==> src/rtl/hc595_driver.sv <==
// Serial driver for one or more chained 74HC595 shift registers.
// Shifts a WIDTH-bit word out LSB first, then pulses the latch clock low.
module hc595_driver #(
   parameter int unsigned WIDTH   = 8,
   parameter int unsigned CLK_DIV = 4
) (
   input  logic             CLK,
   input  logic             RST_N,
   input  logic [WIDTH-1:0] DIN,
   input  logic             VALID,
   output logic             READY,
   output logic             SER,
   output logic             SCLK,
   output logic             LCLK,
   output logic             DONE
);

   localparam int unsigned DIV_W = (CLK_DIV > 1) ? $clog2(CLK_DIV) : 1;
   localparam int unsigned CNT_W = $clog2(WIDTH + 1);

   typedef enum logic [1:0] {IDLE, SETUP, SHIFT, LATCH} state_t;

   state_t           r_state, w_state_nxt;
   logic [DIV_W-1:0] r_div, w_div_nxt;
   logic [CNT_W-1:0] r_cnt, w_cnt_nxt;
   logic [WIDTH-1:0] r_shift, w_shift_nxt;
   logic [WIDTH:0]   w_ext;
   logic             r_ser, r_sclk, r_lclk, r_done;
   logic             w_done_nxt;
   logic             w_phase_end;

   assign w_phase_end = (r_div == DIV_W'(CLK_DIV - 1));

   always_comb begin
      w_state_nxt = r_state;
      w_div_nxt   = r_div;
      w_cnt_nxt   = r_cnt;
      w_shift_nxt = r_shift;
      w_done_nxt  = 1'b0;
      // ones enter from the top so the register is all ones again once idle
      w_ext       = {1'b1, r_shift};
      unique case (r_state)
         IDLE: begin
            if (VALID) begin
               w_state_nxt = SETUP;
               w_shift_nxt = DIN;
               w_cnt_nxt   = '0;
               w_div_nxt   = '0;
            end
         end
         SETUP: begin
            if (w_phase_end) begin
               w_div_nxt   = '0;
               w_state_nxt = SHIFT;
            end else begin
               w_div_nxt = r_div + 1'b1;
            end
         end
         SHIFT: begin
            if (w_phase_end) begin
               w_div_nxt   = '0;
               w_shift_nxt = w_ext[WIDTH:1];
               w_cnt_nxt   = r_cnt + 1'b1;
               w_state_nxt = (w_cnt_nxt < CNT_W'(WIDTH)) ? SETUP : LATCH;
            end else begin
               w_div_nxt = r_div + 1'b1;
            end
         end
         LATCH: begin
            if (w_phase_end) begin
               w_div_nxt   = '0;
               w_state_nxt = IDLE;
               w_done_nxt  = 1'b1;
            end else begin
               w_div_nxt = r_div + 1'b1;
            end
         end
         default: w_state_nxt = IDLE;
      endcase
   end

   // Pin outputs are registered from the next state so they change cleanly on CLK.
   always_ff @(posedge CLK or negedge RST_N) begin
      if (!RST_N) begin
         r_state <= IDLE;
         r_div   <= '0;
         r_cnt   <= '0;
         r_shift <= '1;
         r_ser   <= 1'b1;
         r_sclk  <= 1'b1;
         r_lclk  <= 1'b1;
         r_done  <= 1'b0;
      end else begin
         r_state <= w_state_nxt;
         r_div   <= w_div_nxt;
         r_cnt   <= w_cnt_nxt;
         r_shift <= w_shift_nxt;
         r_sclk  <= (w_state_nxt != SHIFT);
         r_lclk  <= (w_state_nxt != LATCH);
         r_ser   <= ((w_state_nxt == SETUP) || (w_state_nxt == SHIFT)) ? w_shift_nxt[0] : 1'b1;
         r_done  <= w_done_nxt;
      end
   end

   assign READY = (r_state == IDLE);
   assign SER   = r_ser;
   assign SCLK  = r_sclk;
   assign LCLK  = r_lclk;
   assign DONE  = r_done;

endmodule

==> config.mk <==
export PLATFORM = sky130hd
export DESIGN_NAME = hc595_driver
export DESIGN_NICKNAME = d
export VERILOG_FILES = /design/src/rtl/hc595_driver.sv
export SDC_FILE = /design/constraint.sdc
export NUM_CORES = 1
export LEC_CHECK = 0
export BUFFER_PORTS_ARGS = -buffer_cell sky130_fd_sc_hd__buf_2
export CORE_ASPECT_RATIO = 0.7
export CORE_MARGIN = 2
export CORE_UTILIZATION = 42
export DETAILED_ROUTE_END_ITERATION = 7
export GPL_TIMING_DRIVEN = 0
export PLACE_DENSITY = 0.72
export SLEW_MARGIN = 30
export SYNTH_ARGS = -nofsm -noshare
export SYNTH_HDL_FRONTEND = slang
export SYNTH_SLANG_ARGS = --single-unit
==> constraint.sdc <==
create_clock -name CLK -period 4.5 [get_ports CLK]
set_clock_uncertainty 0.2 [all_clocks]
set_input_delay 0.225 -clock CLK [delete_from_list [all_inputs] [get_ports CLK]]
set_output_delay 0.225 -clock CLK [all_outputs]
set_load 0.005 [all_outputs]
==> flow_summary.ini <==
[routing]
wire_per_inst_um = 13.90
first_iter_violations = 31
ant_nets = 0
drc = 0
vias_per_cell = 5.361
routed_wl_mm = 2.044
vias = 788
firstDrtPassIters = 4

[setup_path]
cp-start-kind = flop
crit_top_cell = buf_2
slowest_delay_ns = 0.40
path_buf_inv = 3
arrival_ns = 1.37
endpoint_kind = output pin
cp_slowest_cell = dfrtp_1
crit_path_start = r_state[1]$_DFF_PN0_
critical-path-top-delay-family = buffers and inverters
cp_max_fo = 10
crit_chain = buf_6 -> buf_2 -> nor2_1 -> buf_2
critPathRequiredTime_ns = 4.07
path_class = reg2out
timing.rr.start = r_div[0]$_DFFE_PN0P_

[sta]
hold_violations = 0
slew_violations = 0
slew-limit-headroom_pct = 70.25
period_share_pct = 39.95
worst_pin_slew_ns = 0.4463
fmax_mhz = 556.3
whs_ns = 0.009059
rsz0062_at_grt = false
fin_crit_ns = 1.798
final-setup-viol-count = 0
finalSetupTns_ns = 0

[global_route]
globalRouteTotalUtil_pct = 16.69
grt_start_max_net_pins = 21
antenna_found_initial = 0
grt_pass1_vias = 787
grt_pass1_wl_mm = 3.615
grt-ovfl-total = 0

[final_layout]
fin_nets = 129
drive_above_1_share_pct = 33.04
antenna_cells = 0
fin_cells = 147
syn_to_final_growth_pct = 19.66

[floorplan]
initial_core_util_pct = 46.06
std_cell_rows = 14
die_area_um2 = 2857
dieHeight_um = 45.33
ioPinCount = 16
core_um2 = 2225
die_x_um = 63.04

[synth]
yosysSeqAreaShare_pct = 50.18
yosys.area.top_type = dfstp_2
synthTopCellsByArea = dfstp_2 28%, dfrtp_1 22%, a22o_1 6.0%
syn-cell-area_um2 = 1025
netlist-cell-type-count = 35
ys.flop_type = dfstp_2
synthCells = 91
ys_ff_latch = 20
syn-num-nets = 104
synth_edf_count = 0
postSynthAreaPerCell_um2 = 11.26
synthDominantCellAreaShare_pct = 28.21
yosysWarnings = 0
synth-async-reset-ratio_pct = 100.0

[clocking]
numCtsBuffers = 3
clock_path_buffers = 2
cts_max_level = 1
post_cts_buffers = 0
cts_resized = 0
clk_latency_ns = 0.31
root_buffer = clkbuf_4
cts_tree = done
clk_pin_slew_ns = 0.12
clock_sinks = 20

[status]
status = finished, final reports clean

[power_and_ir_drop]
p_switching_w = 0.0002731
power.density_nw_per_um2 = 627.2
p_comb_share_pct = 42.2
intPower_w = 0.0004960
swShare_pct = 35.51
leakagePower_nw = 0.5886
p_seq_share_pct = 43.8
clock_power_share_pct = 14.0
peakVddDrop_uv = 293.0

[placed_design]
hpwl_mm = 1.404
place_congestion = 0.7275
dp_cells = 138
io_buffers = 15

[job]
drv_cap = 0

[worst_hold_path]
min-delay-start = DIN[5]
hp-class = in2reg
## cell families (layout without fill, tap and decap cells)
logic type | count (synthesis) | count (layout) | synth area share, %
compound gates | 29 | 29 | 21.61
simple gates | 27 | 27 | 16.24
flops | 20 | 20 | 50.18
buf+inv | 9 | 33 | 5.860
xor+xnor | 3 | 3 | 2.565
fa+ha+maj | 2 | 2 | 2.442
mux | 1 | 1 | 1.099
## worst min-delay path: cells and delay by family
| family | cells | cell delay [ns] |
|---|---|---|
| AO/OA/AOI/OAI | 2 | 0.19 |
| buffers and inverters | 1 | 0.07 |
## routing by layer
layer / GRT usage (%) / part of all wire (%) / up-vias
met2: 27.45 / 43 / 18
met5: 0 / 0 / -
met4: 4.000 / 0.49 / 0
li1: - / - / 380
met3: 4.738 / 3.5 / 2
met1: 22.24 / 53 / 388
## per-stage QoR
| step | utilization (%) | power [W] | worst slack [ns] | area, um^2 |
|---|---|---|---|---|
| global placement | 51.24 | 0.0006438 | 2.891 | 1140 |
| CTS | 55.12 | 0.0007722 | 2.704 | 1226 |
| global route | 55.12 | 0.0008267 | 2.642 | 1226 |
| floorplan | - | 0.0005750 | 2.968 | 1025 |
| detailed placement | 51.24 | 0.0006596 | 2.876 | 1140 |
| finish | 55.12 | 0.0007691 | 2.702 | 1226 |
## synthesized netlist by cell type, drive strengths merged, types with 2 or more instances
| cell type | number |
|---|---|
| a21o | 7 |
| a22o | 7 |
| and3b | 2 |
| buf | 6 |
| dfrtp | 9 |
| dfstp | 11 |
| ha | 2 |
| inv | 3 |
| nand2 | 4 |
| nand2b | 3 |
| nand3 | 2 |
| nand3b | 2 |
| nor2 | 5 |
| nor2b | 2 |
| o21ai | 5 |
| xor2 | 3 |
## cell usage in the layout (no fill, tap or decap), types with 4 or more instances in the layout
cell           count
buf_2             18
dfstp_2           11
dfrtp_1            9
a21o_1             7
a22o_1             7
nor2_1             5
o21ai_0            5
dlygate4sd3_1      5
nand2_1            4
## registers in the layout, summed over array words and instances, names as in the netlist
signal   cells
SER          1
DONE         1
r_div        2
r_cnt        4
SCLK         1
LCLK         1
r_state      2
r_shift      8
## what timing repair did
item / in CTS / in global routing
endpoints found under the setup margin: 0 / 0
hold buffers: 5 / 0
endpoints found under the hold margin: 24 / 0
## power groups by stage
stage	registers (W)	clock network, W	logic (W)
2_1_floorplan	0.000330	0	0.000245
3_3_place_gp	0.000334	0	0.000309
3_5_place_dp	0.000339	0	0.000320
4_1_cts	0.000335	0.000111	0.000326
5_1_grt	0.000346	0.000120	0.000361
6_report	0.000337	0.000108	0.000324
## area by class of cell
cell class / count / area [um^2]
Buffer: 6 / 48.80
Clock buffer: 4 / 36.28
Fill cell: 208 / 998.5
Inverter: 3 / 11.26
Multi-Input combinational cell: 62 / 450.4
Sequential cell: 20 / 514.2
Tap cell: 32 / 40.04
Timing Repair Buffer: 20 / 125.1
## worst paths after layout
check,slack [ns],end,depth (start not counted)
hold reg to reg,0.30,SER$_DFF_PN1_,2
hold / removal,0.009,r_shift[5]$_DFFE_PN1P_,3
setup / recovery,2.70,READY,4
min in group asynchronous,0.18,r_cnt[3]$_DFFE_PN0P_,2
max in group asynchronous,3.57,r_shift[5]$_DFFE_PN1P_,2
setup reg to reg,2.83,r_shift[6]$_DFFE_PN1P_,5
Power figures use the tool's default switching activity.
